<file path="config.mk">
export PLATFORM = sky130hd
export DESIGN_NAME = se_scrambler_param_flat
export DESIGN_NICKNAME = d
export VERILOG_FILES = /design/src/rtl/se_scrambler_if.sv /design/src/rtl/se_scrambler_param.sv /design/src/flat_wrapper.sv
export SDC_FILE = /design/constraint.sdc
export NUM_CORES = 1
export LEC_CHECK = 0
export ABC_AREA = 1
export CELL_PAD_IN_SITES_DETAIL_PLACEMENT = 1
export CELL_PAD_IN_SITES_GLOBAL_PLACEMENT = 1
export CORE_UTILIZATION = 40
export CTS_CLUSTER_SIZE = 10
export DETAILED_ROUTE_END_ITERATION = 7
export PLACE_DENSITY_LB_ADDON = 0.1
export SETUP_SLACK_MARGIN = 0.15
export SKIP_CTS_REPAIR_TIMING = 1
export SYNTH_ARGS = -nofsm -noshare
export SYNTH_HDL_FRONTEND = slang
export SYNTH_SLANG_ARGS = --single-unit
</file>
<file path="constraint.sdc">
create_clock -name clk -period 3.6 [get_ports clk]
set_clock_uncertainty 0.1 [all_clocks]
set_input_delay 1.08 -clock clk [delete_from_list [all_inputs] [get_ports clk]]
set_output_delay 1.08 -clock clk [all_outputs]
set_load 0.01 [all_outputs]
</file>
<file path="src/rtl/se_scrambler_if.sv">
// se_scrambler_if: register bus, input push and output push/stop signals of the scrambler
interface se_scrambler_if #(parameter int DW_IN = 8, parameter int DW_OUT = 32, parameter int AW = 12);
  logic write;
  logic [AW-1:0] addr;
  logic [DW_OUT-1:0] wdata;
  logic pushin;
  logic [DW_IN-1:0] datain;
  logic [DW_OUT-1:0] entrophy;
  logic stopin;
  logic pushout;
  logic [DW_OUT-1:0] dataout;
  logic stopout;
  modport master(output write, addr, wdata, pushin, datain, entrophy, stopout, input stopin, pushout, dataout);
  modport slave(input write, addr, wdata, pushin, datain, entrophy, stopout, output stopin, pushout, dataout);
endinterface

</file>
<file path="src/rtl/se_scrambler_param.sv">
// se_scrambler_param: keyed, rotated, optionally offset word scrambler with a back-pressured output FIFO
module se_scrambler_param #(
  parameter int DW_IN = 8,
  parameter int DW_OUT = 32,
  parameter int AW = 12,
  parameter int NKEYS = 16,
  parameter int FIFO_DEPTH = 4
) (
  input logic clk,
  input logic rst,
  se_scrambler_if.slave bus
);
  localparam int IW = $clog2(NKEYS);
  localparam int FW = $clog2(FIFO_DEPTH);
  logic [DW_OUT-1:0] key [NKEYS];
  logic [4:0] rot;
  logic mode;
  logic [IW-1:0] idx;
  logic s1_v;
  logic [DW_OUT-1:0] s1_d;
  logic [DW_OUT-1:0] mem [FIFO_DEPTH];
  logic [FW-1:0] rp, wp;
  logic [FW:0] cnt;
  logic accept, pop, fwr;
  logic [DW_OUT-1:0] mix, r, res;
  logic [2*DW_OUT-1:0] dbl;
  always_comb begin
    mix = key[idx] ^ {(DW_OUT/DW_IN){bus.datain}} ^ bus.entrophy;
    dbl = {mix, mix} << (int'(rot) % DW_OUT);
    r = dbl[2*DW_OUT-1:DW_OUT];
    res = mode ? r + DW_OUT'(idx) : r;
  end
  // stage1 counts against FIFO space so an accepted word always has a slot waiting
  assign bus.stopin = ({1'b0, cnt} + (FW+2)'(s1_v)) >= (FW+2)'(FIFO_DEPTH);
  assign bus.pushout = cnt != '0;
  assign bus.dataout = bus.pushout ? mem[rp] : '0;
  assign accept = bus.pushin & ~bus.stopin;
  assign pop = bus.pushout & ~bus.stopout;
  assign fwr = s1_v & ((cnt != (FW+1)'(FIFO_DEPTH)) | pop);
  always_ff @(posedge clk) begin
    if (rst) begin
      for (int i = 0; i < NKEYS; i++) key[i] <= '0;
      rot <= '0;
      mode <= 1'b0;
      idx <= '0;
      s1_v <= 1'b0;
      s1_d <= '0;
      rp <= '0;
      wp <= '0;
      cnt <= '0;
    end else begin
      if (bus.write && 32'(bus.addr) < NKEYS) key[bus.addr[IW-1:0]] <= bus.wdata;
      if (bus.write && bus.addr == AW'(12'h800)) begin
        rot <= bus.wdata[4:0];
        mode <= bus.wdata[8];
      end
      if (accept) begin
        s1_d <= res;
        idx <= idx + IW'(1);
      end
      s1_v <= accept | (s1_v & ~fwr);
      if (fwr) begin
        mem[wp] <= s1_d;
        wp <= wp + FW'(1);
      end
      if (pop) rp <= rp + FW'(1);
      cnt <= cnt + (FW+1)'(fwr) - (FW+1)'(pop);
    end
  end
endmodule
</file>
<file path="src/flat_wrapper.sv">
// flat-port wrapper written by rule: the top's interface ports become plain ports
module se_scrambler_param_flat 
#(
  parameter int DW_IN = 8,
  parameter int DW_OUT = 32,
  parameter int AW = 12,
  parameter int NKEYS = 16,
  parameter int FIFO_DEPTH = 4
)
  (clk, rst, bus_write, bus_addr, bus_wdata, bus_pushin, bus_datain, bus_entrophy, bus_stopout, bus_stopin, bus_pushout, bus_dataout);
  se_scrambler_if #(.DW_IN(DW_IN), .DW_OUT(DW_OUT), .AW(AW)) bus_i ();
  input logic clk;
  input logic rst;
  input wire logic [$bits(bus_i.write)-1:0] bus_write;
  input wire logic [$bits(bus_i.addr)-1:0] bus_addr;
  input wire logic [$bits(bus_i.wdata)-1:0] bus_wdata;
  input wire logic [$bits(bus_i.pushin)-1:0] bus_pushin;
  input wire logic [$bits(bus_i.datain)-1:0] bus_datain;
  input wire logic [$bits(bus_i.entrophy)-1:0] bus_entrophy;
  input wire logic [$bits(bus_i.stopout)-1:0] bus_stopout;
  output wire logic [$bits(bus_i.stopin)-1:0] bus_stopin;
  output wire logic [$bits(bus_i.pushout)-1:0] bus_pushout;
  output wire logic [$bits(bus_i.dataout)-1:0] bus_dataout;
  assign bus_i.write = bus_write;
  assign bus_i.addr = bus_addr;
  assign bus_i.wdata = bus_wdata;
  assign bus_i.pushin = bus_pushin;
  assign bus_i.datain = bus_datain;
  assign bus_i.entrophy = bus_entrophy;
  assign bus_i.stopout = bus_stopout;
  assign bus_stopin = bus_i.stopin;
  assign bus_pushout = bus_i.pushout;
  assign bus_dataout = bus_i.dataout;
  se_scrambler_param #(.DW_IN(DW_IN), .DW_OUT(DW_OUT), .AW(AW), .NKEYS(NKEYS), .FIFO_DEPTH(FIFO_DEPTH)) u_core (.clk(clk), .rst(rst), .bus(bus_i));
endmodule
</file>
Word level (Yosys, flattened, before mapping)
Memories as Yosys holds them, arrays and structs flattened. A register that Yosys moved wholly into a read port is not among the register bits.
Cells that the tools add are included.

storage, ports and cells
  memory bits (writable) = 640
  bits in registers = 50
  memories kept = 2
  logic and storage cells = 54
  output and inout port bits = 34

memory list
  memory      words  width  read ports  clocked after memory_dff  write ports  RTL line                  text
  u_core.key  16     32     1           1                         16           se_scrambler_param.sv:15  logic [DW_OUT-1:0] key [NKEYS];
  u_core.mem  4      32     1           1                         1            se_scrambler_param.sv:21  logic [DW_OUT-1:0] mem [FIFO_DEPTH];

cells by class
  reduce and logical (&&, ||, !) cells = 4
  bitwise operators = 11
  shifts and indexed selects = 1
  equal/unequal tests = 2
  $add $sub $neg = 7
  $lt $le $gt $ge = 2
  muxes and demuxes = 17

operator list
  cell                    count
  $mux W32                3
  $shl A64 B5 Y64         1
  $xor A32 B32 Y32        2
  $add A32 B4 Y32         1
  $reduce_or A32 Y1       1
  $eq A12 B12 Y1 const B  1
  $lt A12 B5 Y1 const B   1
  $mux W4                 3
  $mux W1                 9
  $add A2 B1 Y2 const B   2
  $add A3 B1 Y4           1
  $add A4 B1 Y4 const B   1
  $and A1 B1 Y1           4
  $ge A4 B3 Y1 const B    1
  $mux W2                 2
  $add A3 B1 Y3           1
  $ne A3 B3 Y1 const B    1
  $not A1 Y1              3
  $reduce_bool A3 Y1      1
  $sub A3 B1 Y3           1
  $logic_and A1 B1 Y1     2
  $or A1 B1 Y1            2

Logic depth before layout (Yosys ltp)
Gate-level depths: netlist (run 1).

  depth in word-level cells = 7
  depth in mapped cells = 33
  depth with buffers taken out = 29

Worst setup path before layout (run 1)
Ideal clock, no wire load.

  kind = input port to flip-flop
  from = in bus_datain[1]
  to = reg u_core.s1_d[20]
  arrival = 3.632 ns
  buffers on the path = 0
  data required time = 3.372 ns
  slack = -0.260 ns
  stages on the path = 21
  library setup time = 0.128 ns
  cell sequence = xor2_1 > inv_1 > nand3_1 > nand3_2 > nand3_1 > nand3_1 > nand3_1 > nand2_1 > o21ai_0 > ha_1 > inv_1 > fa_1 > o21ai_0 > nand2_1 > inv_1 > nand3_4 > nor2_4 > nand3_2 > nor2_4 > xor2_1 > a21oi_1

between the ends
  longest elaborated chain between the ends = 5

ends and longest elaborated chain
  element                            RTL line                  text
  start: declaration                 flat_wrapper.sv:18        input wire logic [$bits(bus_i.datain)-1:0] bus_datain;
  $xor A32 B32 Y32 (*) (2 in a row)  se_scrambler_param.sv:28  mix = key[idx] ^ {(DW_OUT/DW_IN){bus.datain}} ^ bus.entrophy;
  $shl A64 B5 Y64 (*)                se_scrambler_param.sv:29  dbl = {mix, mix} << (int'(rot) % DW_OUT);
  $add A32 B4 Y32                    se_scrambler_param.sv:31  res = mode ? r + DW_OUT'(idx) : r;
  $mux W32 (*)                       se_scrambler_param.sv:31
  end signal: assignment             se_scrambler_param.sv:58  s1_d <= res;
  end: declaration                   se_scrambler_param.sv:20  logic [DW_OUT-1:0] s1_d;

Mark *: on every way between the ends. The rest lies on a longest branch, timed or not.
A chain may end at the register's enable or synchronous reset.

==> results of run 1 <==
cell usage after synthesis, types with 3 or more instances:
cell | instances | area [um^2]
clkinv_1 | 8 | 30.0
xor2_1 | 44 | 385
xnor2_1 | 4 | 35.0
a211oi_1 | 6 | 45.0
nor3_1 | 7 | 35.0
nor2_4 | 6 | 67.6
o21ai_0 | 196 | 981
nand2_4 | 3 | 33.8
o21ai_1 | 13 | 65.1
nand3_1 | 565 | 2830
buf_2 | 47 | 235
ha_1 | 12 | 150
inv_1 | 226 | 848
buf_1 | 42 | 158
buf_4 | 8 | 60.1
o211ai_1 | 25 | 188
nand3b_1 | 6 | 45.0
o21ai_2 | 3 | 26.3
nand3_2 | 11 | 110
buf_6 | 13 | 146
nand2_1 | 710 | 2670
edfxtp_1 | 640 | 19200
clkbuf_1 | 147 | 552
inv_2 | 6 | 22.5
or2_2 | 4 | 25.0
nor2_2 | 18 | 113
nand4_1 | 13 | 81.3
dfxtp_1 | 56 | 1120
a21oi_1 | 76 | 380
nor2_1 | 879 | 3300
nand2_2 | 18 | 113
path summary, 6_finish.rpt:
path	startpoint	end	slack [ps]	cells past startpoint
worst max register to register	register	u_core.s1_d[24]	-740	31
worst min-delay path	u_core.rp[1]	u_core.rp[1]	390	2
worst max-delay path	register	u_core.s1_d[24]	-740	31
worst min register to register	u_core.rp[1]	u_core.rp[1]	390	2
worst min-delay path: stages (launching register included):
cell and delay (ps):
dfxtp_1 290, inv_1 60, a21oi_1 80
placed cells by master, fill, tap and decap left out, types with 4 or more instances in the layout:
cell type,instances
a21oi_1,71
nor3_1,5
buf_12,83
ha_1,11
nor2_2,23
o21ai_2,9
edfxtp_1,640
nand4_1,13
clkdlybuf4s50_1,113
buf_6,29
or2_2,4
nand3_1,382
nand3_2,174
a211oi_1,6
nand3b_1,6
xor2_1,30
xor2_2,14
inv_2,7
o211ai_1,25
clkinv_1,15
buf_4,267
nor2_4,13
clkbuf_1,30
nand3_4,21
nor2_1,867
nand2_1,651
dlymetal6s2s_1,9
o21ai_1,42
clkbuf_16,99
nand2_2,73
nand2_4,7
a21oi_2,5
buf_16,8
o21ai_0,160
inv_1,223
dfxtp_1,51
cell families after synthesis:
family | Yosys count | share of synthesized area [%]
AOI/OAI and AO/OA | 325 | 5.08
buffers and inverters | 498 | 6.05
DFF | 696 | 59.4
adders and majority gates | 14 | 0.555
xor gates and xnor gates | 48 | 1.23
and+or+nand+nor | 2249 | 27.7
registers in the layout (all words and copies together) (netlist names), named ones only:
| name | flops |
|---|---|
| u_core.cnt | 3 |
| u_core.idx | 4 |
| u_core.key | 512 |
| u_core.mem | 128 |
| u_core.mode | 1 |
| u_core.rot | 5 |
| u_core.rp | 2 |
| u_core.s1_d | 32 |
| u_core.s1_v | 1 |
| u_core.wp | 2 |
area by class of cell:
type,count,area (um^2)
diodes,1,2.50
flip-flops and latches,696,20400
fillers,9432,40000
clock buffers,117,2280
multi-input cells,2636,13300
repair inverters,1,11.3
well taps,1134,1420
repair buffers,523,5800
clock inverters,15,125
inverters,240,932
power groups by stage:
stage | registers [W] | logic, W | clock network, W
3_5_place_dp | 0.00982 | 0.00749 | 0
2_1_floorplan | 0.00967 | 0.00397 | 0
3_3_place_gp | 0.00979 | 0.00738 | 0
6_report | 0.00966 | 0.00867 | 0.00777
4_1_cts | 0.00966 | 0.00755 | 0.00786
5_1_grt | 0.00970 | 0.00928 | 0.00813
routing by layer:
| layer | vias to the layer above | GRT usage, % | routed length, um |
|---|---|---|---|
| met2 | 1116 | 48.0 | 63500 |
| met5 | - | 0 | 0 |
| met4 | 0 | 10.5 | 3920 |
| met3 | 209 | 4.77 | 10800 |
| met1 | 15305 | 42.8 | 58900 |
| li1 | 13456 | - | - |
metrics by stage:
stage / std cells / worst slack, ps / power, W / hold slack (ps)
6_report: 5363 / -741 / 0.0261 / 385
5_1_grt: 5363 / -939 / 0.0271 / 403
4_1_cts: 5318 / -1050 / 0.0251 / 388
3_5_place_dp: 5186 / -1450 / 0.0173 / 380
3_3_place_gp: 5186 / -1440 / 0.0172 / 354
2_1_floorplan: 3830 / -113 / 0.0136 / 336
==> results.tsv, run 1 <==
metric	value	unit
CTS Sinks	696	
Finished Core Util	52.5	%
required time of the worst setup path	4040	ps
Slew Limit Headroom	49.2	%
initial antenna violation count	2	
Yosys reg bits	696	
CP Data Arrival Time	4780	ps
Worst-path clk slew	60	ps
critical path type	reg -> reg	
worst skew pair latency	640	ps
synthesized net count	3933	
H-tree Lvls	3	
Cells after Synth	3830	
maximum VDD drop	0.367	mV
DRT iter0 DRCs	2847	
share of cells above drive strength 1	20.4	%
Starting Density	40.7	%
first-pass GRT wire length	194	mm
Comb pwr share	33.2	%
critical path capture point type	register	
DRC viols	0	
RSZ-0062 raised after global routing	true	
Post-DRT Antenna Nets	0	
Slew Limit Fails	0	
status	finished, violations left	
final hold viol count	0	
design area	44200	um^2
Final Setup Violations	38	
layout net count	4284	
Internal	0.0172	W
largest net degree at the start of global routing	65	
final worst path period share	121	%
row count	106	
fmax	230	MHz
clock buffer depth	3	
vias in the first global route	29902	
Buffers on Ports	122	
sequential element share of the synthesized area	59.4	%
worst hold path class	reg -> reg	
slowest stage delay, CP	410	ps
routability-driven placement congestion ratio	0.928	
Die X	295	um
crit-path max FO	7	
GR Overflow Total	0	
via count of the routed design	30086	
num ports	123	
final setup slack of the worst path	-741	ps
CP Launch Type	register	
Area after DPL	39800	um^2
setup TNS	-18530	ps
Top FF cell, synth	edfxtp_1	
Post-synth ARST share	0	%
dpl hpwl	88.9	mm
post-synthesis cell type count	44	
CTS tree	done	
gr usage total	30.5	%
CTS Root Cell	clkbuf_16	
Synth Cell Area	34300	um^2
cts bufs inserted	83	
syn_area_per_cell	8.95	um^2
Post-synth EDFFs	640	
pwr/cell area	590	nW/um^2
TritonRoute pass-1 iters	5	
die height	295	um
fin crit period	4340	ps
Top Family by Delay on Critical Path	simple AND/OR/NAND/NOR gates	
YS warnings	0	
failing checks	negative setup slack	
sequential power share	37.0	%
Net Sw Frac	34.0	%
MaxCap Viol Count	0	
DR vias/cell	5.61	
Total Wirelength	137	mm
Buffers & Inverters on Critical Path	8	
Die ar.	86800	um^2
Pleak	18.1	nW
WL/cell	25.6	um
core region area	84200	um^2
Least-Margin Pin Slew	762	ps
Clk pwr share	29.8	%
synth-to-layout area growth	29.1	%
Slowest cell on crit path	dfxtp_4	
NetSw	0.00888	W
No activity file was read; power rests on OpenSTA's default activity.
==> run 2, diff against run 1 <==
- CTS_BUF_LIST: default -> sky130_fd_sc_hd__clkbuf_8 sky130_fd_sc_hd__clkbuf_16
- GPL_ROUTABILITY_DRIVEN: default -> 0
==> results.tsv, run 2 (synthesized netlist as in run 1, its figures left out) <==
metric	value	unit
Die ar.	86800	um^2
worst skew pair latency	650	ps
maximum VDD drop	0.404	mV
max reg flops	512	
MaxCap Viol Count	0	
setup TNS	-19970	ps
sequential power share	36.9	%
Reg with most FFs	u_core.key	
fill count	9391	
failing checks	negative setup slack	
CTS Root Cell	clkbuf_16	
critical path type	reg -> reg	
design area	44100	um^2
row count	106	
GR Overflow Total	0	
final worst path period share	121	%
final setup slack of the worst path	-748	ps
synth-to-layout area growth	28.8	%
WL/cell	25.3	um
Final Setup Violations	57	
Top Family by Delay on Critical Path	simple AND/OR/NAND/NOR gates	
Pleak	18.2	nW
crit-path max FO	18	
most frequent cells in the layout	nor2_1 (872), nand2_1 (669), edfxtp_1 (640)	
DR vias/cell	5.54	
Net Sw Frac	33.9	%
clock buffer depth	3	
M3 GR Usage	5.48	%
critical path capture point type	register	
fmax	230	MHz
fin crit period	4350	ps
Internal	0.0173	W
Slowest cell on crit path	dfxtp_4	
first-pass GRT wire length	192	mm
die height	295	um
DRT iter0 DRCs	2825	
slowest stage delay, CP	370	ps
Buffers & Inverters on Critical Path	7	
Clk pwr share	30.2	%
Slew Limit Headroom	52.3	%
CP Launch Type	register	
Comb pwr share	32.8	%
Finished Core Util	52.4	%
Most common cell on crit path	nand3_2	
dpl ws	-1430	ps
core region area	84200	um^2
gr usage total	30.2	%
CTS tree	done	
Starting Density	40.7	%
grt met1 use	41.2	%
met2 Usage GRT	48.6	%
NetSw	0.00887	W
Worst-path clk slew	60	ps
Total Wirelength	136	mm
Buffers on Ports	122	
Least-Margin Pin Slew	715	ps
dpl hpwl	88.7	mm
final hold viol count	0	
num ports	123	
status	finished, violations left	
required time of the worst setup path	4020	ps
Area after DPL	39800	um^2
Slew Limit Fails	0	
Top Usage Layer GRT	met2	
cts bufs inserted	83	
via count of the routed design	29777	
CTS Sinks	696	
RSZ-0062 raised after global routing	true	
biggest regs	u_core.key: 512 flops, u_core.mem: 128 flops, u_core.s1_d: 32 flops	
Die X	295	um
fin cells	5378	
placed cells	5190	
vias in the first global route	29906	
initial antenna violation count	2	
worst hold path class	reg -> reg	
share of cells above drive strength 1	18.8	%
TritonRoute pass-1 iters	5	
pwr/cell area	592	nW/um^2
DRC viols	0	
largest net degree at the start of global routing	65	
H-tree Lvls	3	
CP Data Arrival Time	4760	ps
commonest non-fill, non-tap cell in the layout	nor2_1	
Post-DRT Antenna Nets	0	
layout net count	4285	
## run 2: cell count changes in the layout (fill, tap and decap cells not counted), moves of 11 or more
cell | previous run | this run
nand2_2 | 73 | 57
buf_6 | 29 | 18
clkbuf_1 | 30 | 0
o21ai_1 | 42 | 25
inv_1 | 223 | 266
o21ai_0 | 160 | 178
nand3_1 | 382 | 431
nand2_1 | 651 | 669
nand3_2 | 174 | 124
## run 2: routing by layer
layer,routed length (um),vias up,share of wire (%)
li1,-,13480,-
met1,57700,14952,42
met2,63000,1128,46
met3,10800,217,8.0
met4,4470,0,3.3
met5,0,-,0
## run 2: final cells by class
cell class	instances	area [um^2]	area share [%]
Antenna cell	3	7.51	0.0170
Clock buffer	87	2150	4.88
Clock inverter	57	383	0.867
Inverter	240	926	2.10
Multi-Input combinational cell	2636	13100	29.6
Sequential cell	696	20400	46.1
Tap cell	1134	1420	3.21
Timing Repair Buffer	524	5840	13.2
Timing Repair inverter	1	8.76	0.0198
## run 2: final timing paths
check	slack, ps	endpoint	cells after the start	start
worst min register to register	380	register	2	u_core.rp[1]
worst min-delay path	380	register	2	u_core.rp[1]
worst max-delay path	-750	u_core.s1_d[27]	31	register
worst max register to register	-750	u_core.s1_d[27]	31	register
## run 2: worst min-delay path: stages, from the launching register on
cell     delay (ps)
dfxtp_1         290
inv_1            60
a21oi_1          80
## run 2: power groups by stage
stage / registers (W) / logic, W / clock network (W)
finish: 0.00965 / 0.00859 / 0.00790
global route: 0.00970 / 0.00922 / 0.00828
CTS: 0.00966 / 0.00752 / 0.00801
detailed placement: 0.00982 / 0.00747 / 0
global placement: 0.00979 / 0.00736 / 0
floorplan: 0.00967 / 0.00397 / 0
## run 2: through the flow
stage	total power, W	hold WS, ps
after global routing	0.0272	409
after detailed placement	0.0173	373
after floorplan	0.0136	336
after global placement	0.0172	355
after CTS	0.0252	380
final	0.0261	380
==> run 3, diff against run 2 <==
==> constraint.sdc (replaced) <==
create_clock -name clk -period 3.6 [get_ports clk]
set_clock_uncertainty 0.1 [all_clocks]
set_input_delay 0.72 -clock clk [delete_from_list [all_inputs] [get_ports clk]]
set_output_delay 0.72 -clock clk [all_outputs]
set_load 0.01 [all_outputs]
==> results.tsv, run 3 (synthesized netlist as in run 1, its figures left out) <==
metric	value	unit
Reg with most FFs	u_core.key	
largest net degree at the start of global routing	65	
Slew Limit Fails	0	
commonest non-fill, non-tap cell in the layout	nor2_1	
Buffers & Inverters on Critical Path	8	
pwr/cell area	592	nW/um^2
Pleak	17.7	nW
fin crit period	4290	ps
worst hold path class	reg -> reg	
Die ar.	86800	um^2
Top Family by Delay on Critical Path	simple AND/OR/NAND/NOR gates	
crit-path max FO	9	
dpl hpwl	87.6	mm
final setup slack of the worst path	-688	ps
DRT iter0 DRCs	2896	
cts bufs inserted	84	
initial antenna violation count	1	
Slowest cell on crit path	dfxtp_4	
layout net count	4274	
CP Data Arrival Time	4720	ps
core region area	84200	um^2
Die X	295	um
Final Setup Violations	31	
Finished Core Util	51.2	%
hold slack	375	ps
critical hold path startpoint	u_core.rp[1]	
vias in the first global route	29749	
required time of the worst setup path	4030	ps
critical path type	reg -> reg	
die height	295	um
max reg flops	512	
first-pass GRT wire length	191	mm
CTS Sinks	696	
CTS Root Cell	clkbuf_16	
Worst-path clk slew	50	ps
final antenna diode count	0	
dpl ws	-1190	ps
clock buffer depth	3	
GR Overflow Total	0	
sequential power share	37.7	%
via count of the routed design	29557	
Starting Density	40.7	%
Slew Limit Headroom	50.8	%
slowest stage delay, CP	350	ps
TritonRoute pass-1 iters	6	
FF-to-FF End	u_core.s1_d[24]	
CTS tree	done	
Comb pwr share	31.4	%
Hold EP	u_core.rp[1]	
most frequent cells in the layout	nor2_1 (871), nand2_1 (674), edfxtp_1 (640)	
Clk pwr share	30.8	%
status	finished, violations left	
WL/cell	24.5	um
final worst path period share	119	%
synth-to-layout area growth	26.0	%
biggest regs	u_core.key: 512 flops, u_core.mem: 128 flops, u_core.s1_d: 32 flops	
share of cells above drive strength 1	16.3	%
maximum VDD drop	0.345	mV
gr usage total	30.0	%
row count	106	
failing checks	negative setup slack	
Most common cell on crit path	nand2_1	
Post-DRT Antenna Nets	0	
r2r worst-path depth	32	
final hold viol count	0	
worst skew pair latency	650	ps
Buffers on Ports	122	
DRC viols	0	
fill count	9480	
fmax	233	MHz
Internal	0.0170	W
worst reg-to-reg setup slack	-690	ps
DR vias/cell	5.52	
Total Wirelength	131	mm
CP Launch Type	register	
Net Sw Frac	33.4	%
num ports	123	
NetSw	0.00855	W
MaxCap Viol Count	0	
Least-Margin Pin Slew	738	ps
RSZ-0062 raised after global routing	true	
H-tree Lvls	3	
Hold Path Stages	2	
critical path capture point type	register	
run 3: cell types whose count changed in the layout (fill, tap and decap cells not counted), moves of 12 or more:
cell and delta:
xor2_1 +12, nand3_1 +76, xor2_2 -12, inv_1 -13, nand3_2 -55, clkbuf_16 -14, buf_12 +17, nand3_4 -21
run 3: worst max path at each step:
stage	from	endpoint	depth (start not counted)
final	register	u_core.s1_d[24]	32
after global placement	bus_datain[0]	u_core.s1_d[24]	26
after detailed placement	bus_datain[0]	u_core.s1_d[24]	26
after CTS	register	u_core.s1_d[24]	30
after floorplan	register	u_core.s1_d[24]	33
after global routing	register	u_core.s1_d[24]	31
run 3: layer usage:
| layer | global-route usage, % | vias to the layer above | part of all wire [%] |
|---|---|---|---|
| met2 | 48.8 | 995 | 47 |
| met4 | 8.13 | 0 | 2.4 |
| met5 | 0 | - | 0 |
| met3 | 3.57 | 190 | 6.5 |
| li1 | - | 13423 | - |
| met1 | 42.3 | 14949 | 44 |
run 3: power groups by stage:
stage	clock network, W	registers [W]	logic, W
floorplan	0	0.00968	0.00396
global placement	0	0.00978	0.00742
detailed placement	0	0.00981	0.00754
CTS	0.00797	0.00964	0.00759
global route	0.00829	0.00969	0.00868
finish	0.00788	0.00965	0.00803
run 3: area by class of cell:
type / count / area [um^2] / area share (%)
Sequential cell: 696 / 20400 / 47.2
Clock inverter: 44 / 289 / 0.670
Timing Repair Buffer: 512 / 5600 / 13.0
Timing Repair inverter: 1 / 8.76 / 0.0203
Clock buffer: 90 / 2210 / 5.11
Tap cell: 1134 / 1420 / 3.29
Inverter: 240 / 933 / 2.16
Multi-Input combinational cell: 2636 / 12300 / 28.6
run 3: worst register-to-register path, delay by kind of cell (launching register included):
kind / cells / cell delay (ps)
fa+ha+maj: 2 / 570
flops: 1 / 350
compound gates: 2 / 300
simple gates: 20 / 1930
buf+inv: 8 / 920
run 3: through the flow:
| stage | total power (W) | instance area (um^2) | std cells | setup TNS (ps) |
|---|---|---|---|---|
| floorplan | 0.0136 | 34300 | 3830 | -4.08 |
| global placement | 0.0172 | 39900 | 5203 | -27430 |
| detailed placement | 0.0173 | 39900 | 5203 | -27490 |
| CTS | 0.0252 | 42400 | 5337 | -22950 |
| global route | 0.0267 | 43200 | 5353 | -23620 |
| finish | 0.0256 | 43200 | 5353 | -15910 |
